### src/rtl/ttc3_sha256_stream.sv
// ttc3_sha256_stream: multi-block streaming SHA-256 compression engine.
// Accepts pre-padded 512-bit blocks, chains the intermediate hash across the
// blocks of a message and publishes the 256-bit digest after the last block.
// ROUNDS_PER_CYCLE compression rounds are unrolled into each ROUND cycle.
module ttc3_sha256_stream #(
  parameter int ROUNDS_PER_CYCLE = 1
) (
  input  logic         clock,
  input  logic         reset_n,
  input  logic         blk_valid,
  output logic         blk_ready,
  input  logic [511:0] blk_data,
  input  logic         blk_first,
  input  logic         blk_last,
  output logic         busy,
  output logic         digest_valid,
  output logic [255:0] digest,
  output logic         seq_err
);

  localparam int R = ROUNDS_PER_CYCLE;
  localparam logic [5:0] CNT_STEP = 6'(R);
  localparam logic [5:0] CNT_LAST = 6'(64 - R);

  if (!(R == 1 || R == 2 || R == 4 || R == 8)) begin : g_bad_rounds
    $error("ttc3_sha256_stream: ROUNDS_PER_CYCLE must be 1, 2, 4 or 8");
  end

  localparam logic [31:0] IV_W [8] = '{
    32'h6a09e667, 32'hbb67ae85, 32'h3c6ef372, 32'ha54ff53a,
    32'h510e527f, 32'h9b05688c, 32'h1f83d9ab, 32'h5be0cd19
  };

  localparam logic [31:0] K [64] = '{
    32'h428a2f98, 32'h71374491, 32'hb5c0fbcf, 32'he9b5dba5, 32'h3956c25b, 32'h59f111f1, 32'h923f82a4, 32'hab1c5ed5,
    32'hd807aa98, 32'h12835b01, 32'h243185be, 32'h550c7dc3, 32'h72be5d74, 32'h80deb1fe, 32'h9bdc06a7, 32'hc19bf174,
    32'he49b69c1, 32'hefbe4786, 32'h0fc19dc6, 32'h240ca1cc, 32'h2de92c6f, 32'h4a7484aa, 32'h5cb0a9dc, 32'h76f988da,
    32'h983e5152, 32'ha831c66d, 32'hb00327c8, 32'hbf597fc7, 32'hc6e00bf3, 32'hd5a79147, 32'h06ca6351, 32'h14292967,
    32'h27b70a85, 32'h2e1b2138, 32'h4d2c6dfc, 32'h53380d13, 32'h650a7354, 32'h766a0abb, 32'h81c2c92e, 32'h92722c85,
    32'ha2bfe8a1, 32'ha81a664b, 32'hc24b8b70, 32'hc76c51a3, 32'hd192e819, 32'hd6990624, 32'hf40e3585, 32'h106aa070,
    32'h19a4c116, 32'h1e376c08, 32'h2748774c, 32'h34b0bcb5, 32'h391c0cb3, 32'h4ed8aa4a, 32'h5b9cca4f, 32'h682e6ff3,
    32'h748f82ee, 32'h78a5636f, 32'h84c87814, 32'h8cc70208, 32'h90befffa, 32'ha4506ceb, 32'hbef9a3f7, 32'hc67178f2
  };

  function automatic logic [31:0] bsig0(input logic [31:0] x);
    return {x[1:0], x[31:2]} ^ {x[12:0], x[31:13]} ^ {x[21:0], x[31:22]};
  endfunction

  function automatic logic [31:0] bsig1(input logic [31:0] x);
    return {x[5:0], x[31:6]} ^ {x[10:0], x[31:11]} ^ {x[24:0], x[31:25]};
  endfunction

  function automatic logic [31:0] ssig0(input logic [31:0] x);
    return {x[6:0], x[31:7]} ^ {x[17:0], x[31:18]} ^ {3'b000, x[31:3]};
  endfunction

  function automatic logic [31:0] ssig1(input logic [31:0] x);
    return {x[16:0], x[31:17]} ^ {x[18:0], x[31:19]} ^ {10'b0, x[31:10]};
  endfunction

  typedef enum logic [1:0] {IDLE, ROUND, FINAL} state_t;

  state_t      state, state_nx;
  logic [5:0]  cnt;
  logic        msg_open;
  logic        last_q;
  logic [31:0] h     [8];
  logic [31:0] h_sum [8];
  logic [31:0] w     [16];
  logic [31:0] w_nx  [16];
  logic [31:0] st    [8];
  logic [31:0] st_nx [8];
  logic        accept;
  logic        fresh;

  assign accept = blk_valid && blk_ready;
  // A block with no open message to continue always restarts from the IV.
  assign fresh  = blk_first || !msg_open;

  // Next-state and status decode.
  always_comb begin
    state_nx  = state;
    blk_ready = 1'b0;
    busy      = 1'b0;
    case (state)
      IDLE: begin
        blk_ready = 1'b1;
        if (blk_valid) state_nx = ROUND;
      end
      ROUND: begin
        busy = 1'b1;
        if (cnt == CNT_LAST) state_nx = FINAL;
      end
      FINAL: begin
        busy     = 1'b1;
        state_nx = IDLE;
      end
      default: state_nx = IDLE;
    endcase
  end

  // R unrolled rounds; the window always holds W[t..t+15] and shifts in W[t+16].
  always_comb begin
    logic [31:0] t1, t2, wn;
    logic [5:0]  kidx;
    t1    = '0;
    t2    = '0;
    wn    = '0;
    kidx  = '0;
    w_nx  = w;
    st_nx = st;
    for (int i = 0; i < R; i++) begin
      kidx = cnt + 6'(i);
      t1 = st_nx[7] + bsig1(st_nx[4]) + ((st_nx[4] & st_nx[5]) ^ (~st_nx[4] & st_nx[6]))
         + K[kidx] + w_nx[0];
      t2 = bsig0(st_nx[0]) + ((st_nx[0] & st_nx[1]) ^ (st_nx[0] & st_nx[2]) ^ (st_nx[1] & st_nx[2]));
      wn = ssig1(w_nx[14]) + w_nx[9] + ssig0(w_nx[1]) + w_nx[0];
      st_nx[7] = st_nx[6];
      st_nx[6] = st_nx[5];
      st_nx[5] = st_nx[4];
      st_nx[4] = st_nx[3] + t1;
      st_nx[3] = st_nx[2];
      st_nx[2] = st_nx[1];
      st_nx[1] = st_nx[0];
      st_nx[0] = t1 + t2;
      for (int j = 0; j < 15; j++) w_nx[j] = w_nx[j + 1];
      w_nx[15] = wn;
    end
  end

  // Chain value plus working variables, word by word, modulo 2^32.
  always_comb begin
    for (int j = 0; j < 8; j++) h_sum[j] = h[j] + st[j];
  end

  // Control state, chain value and published digest.
  always_ff @(posedge clock or negedge reset_n) begin
    if (!reset_n) begin
      state        <= IDLE;
      cnt          <= '0;
      msg_open     <= 1'b0;
      last_q       <= 1'b0;
      digest       <= '0;
      digest_valid <= 1'b0;
      seq_err      <= 1'b0;
      for (int j = 0; j < 8; j++) h[j] <= IV_W[j];
    end else begin
      state        <= state_nx;
      digest_valid <= 1'b0;
      seq_err      <= 1'b0;
      if (accept) begin
        cnt     <= '0;
        last_q  <= blk_last;
        seq_err <= !blk_first && !msg_open;
        if (fresh) begin
          for (int j = 0; j < 8; j++) h[j] <= IV_W[j];
        end
      end
      if (state == ROUND) cnt <= cnt + CNT_STEP;
      if (state == FINAL) begin
        for (int j = 0; j < 8; j++) h[j] <= h_sum[j];
        if (last_q) begin
          for (int j = 0; j < 8; j++) digest[255 - 32*j -: 32] <= h_sum[j];
          digest_valid <= 1'b1;
          msg_open     <= 1'b0;
        end else begin
          msg_open <= 1'b1;
        end
      end
    end
  end

  // Message schedule window and working variables (reloaded on every accept).
  always_ff @(posedge clock) begin
    if (accept) begin
      for (int j = 0; j < 16; j++) w[j] <= blk_data[511 - 32*j -: 32];
      for (int j = 0; j < 8; j++) st[j] <= fresh ? IV_W[j] : h[j];
    end else if (state == ROUND) begin
      w  <= w_nx;
      st <= st_nx;
    end
  end

endmodule

### config.mk
export PLATFORM = sky130hd
export DESIGN_NAME = ttc3_sha256_stream
export DESIGN_NICKNAME = d
export VERILOG_FILES = /design/src/rtl/ttc3_sha256_stream.sv
export SDC_FILE = /design/constraint.sdc
export NUM_CORES = 2
export LEC_CHECK = 0
export BUFFER_PORTS_ARGS = -buffer_cell sky130_fd_sc_hd__buf_2
export CAP_MARGIN = 5
export CORE_ASPECT_RATIO = 0.7
export CORE_MARGIN = 2
export CORE_UTILIZATION = 45
export DETAILED_ROUTE_END_ITERATION = 8
export GPL_TIMING_DRIVEN = 0
export PLACE_DENSITY = 0.64
export SLEW_MARGIN = 40
export SYNTH_ARGS = -nofsm -noshare
export SYNTH_HDL_FRONTEND = slang
export SYNTH_SLANG_ARGS = --single-unit
### constraint.sdc
create_clock -name clock -period 20.4 [get_ports clock]
set_input_delay 0 -clock clock [delete_from_list [all_inputs] [get_ports clock]]
set_output_delay 0 -clock clock [all_outputs]
set_load 0.01 [all_outputs]
==> Yosys cells after proc, flatten, opt, wreduce, memory -nomap -nowiden <==
Memory sizes are Yosys's and may differ from the RTL's.
Index checks and enable logic that the tools add are counted.
{ "word_totals": {"register_bits": 1292, "mem_bits_ro": 2048, "input_bits": 517, "output_inout_bits": 260, "elab_cells": 124, "n_memories": 1} }
{ "memory_table": {"columns": ["name", "depth", "word_bits", "rd", "rd_clocked_by_memory_dff", "wr", "line", "text"], "rows": [
  ["(no name shown)", 64, 32, 1, 0, 0, "115", "+ K[kidx] + w_nx[0];"]
]} }
{ "op_classes": {"addsub": 19, "order_cmp": 1, "n_eq_ne": 5, "n_mux": 28, "bitwise": 18, "reduce_logical": 13} }
{ "op_table": {"columns": ["cell", "count"], "rows": [
  ["256-bit 2-to-1 mux", 5],
  ["512-bit 2-to-1 mux", 2],
  ["32-bit adder", 18],
  ["32-bit 2-to-1 mux", 10],
  ["32-bit bitwise XOR", 9],
  ["32-bit bitwise AND", 5],
  ["32-bit NOT", 1],
  ["32-bit by 22-bit bitwise XOR with 32-bit output", 1],
  ["32-bit by 29-bit bitwise XOR with 32-bit output", 1],
  ["6-bit 2-to-1 mux", 2],
  ["7-bit greater-or-equal comparator, second input constant", 1],
  ["6-bit NOT with 7-bit output", 1],
  ["6-bit by 1-bit adder with 6-bit output, second input constant", 1],
  ["6-bit == test, second input constant", 1],
  ["1-bit 2-to-1 mux", 6],
  ["2-bit AND reduction", 3],
  ["2-bit nonzero test", 3],
  ["2-bit 2-to-1 mux", 2],
  ["2-bit inequality test, second input constant", 2],
  ["2-bit one-hot mux with 2 select lines", 1],
  ["2-bit by 1-bit == test with 1-bit output, second input constant", 1],
  ["2-bit == test, second input constant", 1],
  ["1-bit logical AND", 2],
  ["1-bit zero test", 2],
  ["3 further kinds", 3]
]} }

==> Depth between registers and ports, before layout <==
{ "logic_depth": {"word_depth": 9, "depth_mapped": 40, "mapped_depth_nobuf": 38} }

==> Worst setup path before layout <==
No wires, ideal clock.
{ "synth_path": {"path_kind": "register to register", "startpoint": "register state[0]", "endpoint": "register cnt[5]", "setup_ns": 0.791, "t_arrival_ns": 16.674, "t_required_ns": 19.609, "setup_slack_ns": 2.935, "path_stages_with_launch": 9, "path_buffers": 2, "synth_period_minus_slack_ns": 17.465, "cell_sequence": "dfrtp_1 > inv_1 > ha_1 > and2_1 > clkbuf_1 > clkbuf_1 > nor2_1 > inv_1 > o21ai_0"} }
{ "synth_between": {"elab_chain_len": 4, "elab_cells_between_ends": 6, "cone_classes": "eq/ne (1); mux (2); reduce/logical (3)"} }
{ "synth_lines": {"columns": ["element", "line", "text"], "rows": [
  ["start, declared", "63", "state_t state, state_nx;"],
  ["start signal, assigned", "148", "state <= state_nx;"],
  ["2-bit zero test", "85", "case (state)"],
  ["1-bit 2-to-1 mux", "85", null],
  ["via blk_ready", "11", "output logic blk_ready,"],
  ["1-bit logical AND", "76", "assign accept = blk_valid && blk_ready;"],
  ["2-bit nonzero test (no source line)", null, null],
  ["end signal, assigned", "159", "if (state == ROUND) cnt <= cnt + CNT_STEP;"],
  ["end, declared", "64", "logic [5:0] cnt;"]
]} }
The timed path passes the listed nets, and every way through them passes these cells.
A chain may end at the register's enable or synchronous reset.

==> Final worst setup path <==
{ "layout_path": {"startpoint": "register cnt[2]", "endpoint": "register st[252] (netlist name), data pin"} }
{ "layout_between": {"elab_chain_len": 9} }
{ "layout_lines": {"columns": ["element", "line", "text"], "rows": [
  ["6-bit NOT with 7-bit output (implied by the code)", "115", null],
  ["memory read 64 x 32 bit", null, null],
  ["32-bit 2-to-1 mux (implied by the code) (2 in series)", "115", null],
  ["32-bit adder (2 in series)", "115", null],
  ["32-bit adder", "125", "st_nx[0] = t1 + t2;"],
  ["256-bit 2-to-1 mux", "178", "end else if (state == ROUND) begin"],
  ["256-bit 2-to-1 mux", "175", "if (accept) begin"],
  ["end signal, assigned", "180", "st <= st_nx;"],
  ["end, declared", "71", "logic [31:0] st [8];"]
]} }
No other way between the ends. The select of a mux whose other input is x is not followed.

==> results.md <==
Outcome:
- The flow ran to the end, but the final reports show violations.
- The final reports fail on hold timing.

STA:
- The final clock period utilization by the worst path is 0.542.
- The number of hold violations in the final report is 2.
- Setup repair after global routing left no endpoint under its margin.
- The final clock skew is 68.7 ps.
- Derived from the worst setup path, the maximum achievable clock frequency is 0.0904 GHz.
- The worst hold margin is -11.3 ps.
- Setup violations remaining at the end of the flow were counted as 0.
- In this run the tightest slew margin relative to its limit is 0.316.
- The slew at the pin with the worst max-slew slack is 1030 ps.
- The minimum setup slack in the final design is 9340 ps.
- The post-layout minimum cycle time is 11060 ps.
- The number of max-slew violations in the final report is 0.

Routing:
- After detailed routing, the number of remaining DRC violations is 0.
- The via density per instance is 6.07.
- In this run the remaining antenna-violating nets after routing total 0.
- Before antenna repair, the detailed router went through 6 iterations.
- The number of vias after detailed routing is 75700.
- In the final routed layout, each cell accounts on average for 30.3 um.
- The first routing iteration left 11300 violations.
- Wires add up to 378 mm.

Synthesis:
- The area of the mapped netlist is 0.0793 sq mm.
- For this run, the register share of the synthesized area comes to 0.458.
- For this run, the leading register cell type out of synthesis is sky130_fd_sc_hd__edfxtp_1.
- After synthesis, the mean cell area works out to 9.53 sq um.
- The async set or reset register ratio after synthesis is 0.406.
- The synthesized design contains 768 enable-type register cells.
- The number of distinct library cell variants in the gate-level netlist after synthesis is 89.
- The cell count after synthesis came out at 8321.
- The number of nets handed over by synthesis was 9435.
- The total number of yosys warnings is 0.
- Counting flops and latches in the post-synthesis netlist gives 1292.

Worst hold path:
- The worst hold-check path type is input port to flip-flop.
- The worst hold path depth is 4.
- The startpoint of the most critical hold path is blk_data[0].
- The hold-critical path endpoint is w[0]$_DFFE_PP_.

Worst setup path:
- STA puts the critical path data arrival time at 11620 ps.
- The sort of element at the start of the critical path is a flip-flop.
- The worst setup path is of the flip-flop to flip-flop kind.
- The slowest cell on the critical path is sky130_fd_sc_hd__dfrtp_1.
- The number of cells traversed by the worst register-to-register path is 40.
- The data required time at the worst endpoint is 20960 ps.
- Across all register-to-register paths, the minimum setup slack is 9340 ps.
- The worst register-to-register path begins at cnt[2]$_DFFE_PN0P_.
- The critical-path maximum fanout is 14.
- The biggest cell delay along the critical path is 800 ps.
- The element type at the critical path end is a flip-flop.
- The critical register-to-register path endpoint is st[252]$_DFFE_PP_.

Die:
- Row generation in the floorplan step produced 128 rows.
- The total area inside the core boundary comes to 0.175 sq mm.
- From bottom edge to top edge, the die measures 355 um.
- The number of top-level design ports is 777.
- The initial core utilization is 0.454.
- The die covers 0.180 sq mm.
- The die is 506 um wide.

Clock tree:
- At the later pin of the worst-skew pair, clock insertion delay measures 860 ps.
- The root cell of the clock tree is sky130_fd_sc_hd__clkbuf_16.
- The number of H-tree levels is 4.
- The number of buffers on the longest clock path is 3.
- The number of gates resized after CTS was 0.
- Clock tree synthesis inserted a total of 137 buffers.
- The total clock sinks is 1292.
- The clock transition at the registers of the reported paths is 70 ps.
- TritonCTS built the clock tree.

Layout:
- The library cell used most frequently in the layout, excluding fill and tap cells, is sky130_fd_sc_hd__nand2_1.
- The number of nets in the finished design is 11100.
- The layout overhead on the synthesized area is 25.0%.
- Leaving out fill and tap cells, the most frequent cells in the layout are sky130_fd_sc_hd__nand2_1 (2062), sky130_fd_sc_hd__buf_2 (782), sky130_fd_sc_hd__edfxtp_1 (768), sky130_fd_sc_hd__dlygate4sd3_1 (687), sky130_fd_sc_hd__inv_1 (511).
- Of the cells placed in the final design, the portion with a size suffix greater than 1 is 0.137.
- The final non-filler cell total is 12500.
- The final standard cell area without fillers is 0.0991 sq mm.

GRT:
- The number of global-route vias before repair was 72200.
- In the global route stage, overall resource usage came out at 0.410.
- The first global-routing pass estimated 525 mm of wire.
- Entering global routing, the biggest net connects 86 pins.
- The number of antenna violations at the first check in global routing is 72.
- The overflow left after global routing is 0.

Placed design:
- The congestion estimate from routability-driven global placement came to 1.12.
- The count of buffers added on input and output ports is 776.
- The placed instance count is 11500.
- The HPWL after detailed placement is 291 mm.
- Before CTS, the worst setup slack after placement is 9990 ps.
- In this run the cell area measured after placement is 0.0873 sq mm.

Flow run:
- The tool flagged a number of max-cap violations equal to 0.
==> state kept, by name, indices dropped and copies added, names as in the netlist <==
signal	flops
w	512
h	256
last_q	1
seq_err	1
state	2
st	256
cnt	6
digest	256
digest_valid	1
msg_open	1
==> layer usage <==
metal | track usage | vias to the layer above | wire, um
met5 | 0.0390 | - | 1130
met4 | 0.168 | 30 | 18200
met3 | 0.186 | 1164 | 58500
met2 | 0.526 | 5382 | 142000
met1 | 0.585 | 37000 | 158000
li1 | - | 32100 | -
==> final cells by class <==
class                   count  area [sq um]
fillers                 15000         75400
multi-input cells        6093         39600
flip-flops and latches   1292         36300
repair buffers           1504         11800
clock buffers             181          3810
well taps                2340          2930
inverters                 515          1940
plain buffers             421          1690
clock inverters            75           870
diodes                     59           148
==> synth_stat cells (32+ instances only) <==
master / instances / area share
sky130_fd_sc_hd__and3_1: 34 / 0.0027
sky130_fd_sc_hd__o21a_1: 49 / 0.0046
sky130_fd_sc_hd__o31ai_1: 32 / 0.0030
sky130_fd_sc_hd__buf_1: 42 / 0.0020
sky130_fd_sc_hd__xor2_1: 252 / 0.028
sky130_fd_sc_hd__edfxtp_1: 768 / 0.29
sky130_fd_sc_hd__clkbuf_1: 379 / 0.018
sky130_fd_sc_hd__xnor2_1: 329 / 0.036
sky130_fd_sc_hd__a21oi_1: 510 / 0.032
sky130_fd_sc_hd__a22o_1: 196 / 0.022
sky130_fd_sc_hd__o21bai_1: 46 / 0.0044
sky130_fd_sc_hd__a211oi_1: 46 / 0.0044
sky130_fd_sc_hd__fa_1: 195 / 0.049
sky130_fd_sc_hd__nand2_1: 2062 / 0.098
sky130_fd_sc_hd__nor2b_1: 42 / 0.0033
sky130_fd_sc_hd__nand2b_1: 54 / 0.0043
sky130_fd_sc_hd__ha_1: 402 / 0.063
sky130_fd_sc_hd__o211ai_1: 33 / 0.0031
sky130_fd_sc_hd__nor3_1: 77 / 0.0049
sky130_fd_sc_hd__mux2_2: 55 / 0.0078
sky130_fd_sc_hd__dfrtp_1: 388 / 0.12
sky130_fd_sc_hd__dfstp_2: 136 / 0.045
sky130_fd_sc_hd__a31oi_1: 52 / 0.0041
sky130_fd_sc_hd__a21o_1: 183 / 0.017
sky130_fd_sc_hd__nor2_1: 417 / 0.020
sky130_fd_sc_hd__nand3_1: 83 / 0.0052
sky130_fd_sc_hd__inv_1: 512 / 0.024
sky130_fd_sc_hd__o22a_1: 111 / 0.012
sky130_fd_sc_hd__o21ai_0: 453 / 0.029
==> cell families (layout without fill, tap and decap cells) <==
logic type,after synthesis,in the layout,synth area share
xor gates and xnor gates,581,581,0.0642
buffers and inverters,936,2696,0.0443
adders and majority gates,600,600,0.113
AOI/OAI and AO/OA,1922,1922,0.158
muxes,79,79,0.0119
other,0,59,0
and+or+nand+nor,2911,2911,0.150
DFF,1292,1292,0.458
==> critical path, delay by kind of cell (launching register included) <==
family	cells	cell delay, ps
and+or+nand+nor	7	1330
xor gates and xnor gates	1	210
adders and majority gates	6	2440
DFF	1	800
AOI/OAI and AO/OA	18	4070
buffers and inverters	8	1890
==> worst max path at each step <==
stage	end	slack, ps	start
after global placement	w[467]$_DFFE_PP_	-4970	state[1]$_DFFE_PN0P_
after floorplan	cnt[5]$_DFFE_PN0P_	2930	state[0]$_DFFE_PN0P_
after global routing	st[252]$_DFFE_PP_	9170	cnt[2]$_DFFE_PN0P_
after detailed placement	st[252]$_DFFE_PP_	9990	cnt[2]$_DFFE_PN0P_
after CTS	st[252]$_DFFE_PP_	9950	cnt[2]$_DFFE_PN0P_
final	st[252]$_DFFE_PP_	9340	cnt[2]$_DFFE_PN0P_
==> stage by stage <==
stage	util	TNS (ps)
final	0.568	0
after global routing	0.568	0
after CTS	0.566	0
after detailed placement	0.500	0
after global placement	0.493	-3652410
after floorplan	-	0
==> what timing repair did <==
action | in CTS | in global routing
hold buffers | 686 | 2
endpoints found under the hold margin | 724 | 2
setup buffers | 0 | 0
Power is not shown: default switching activity piles up to over one toggle a cycle in this logic, so the estimate is an artifact.
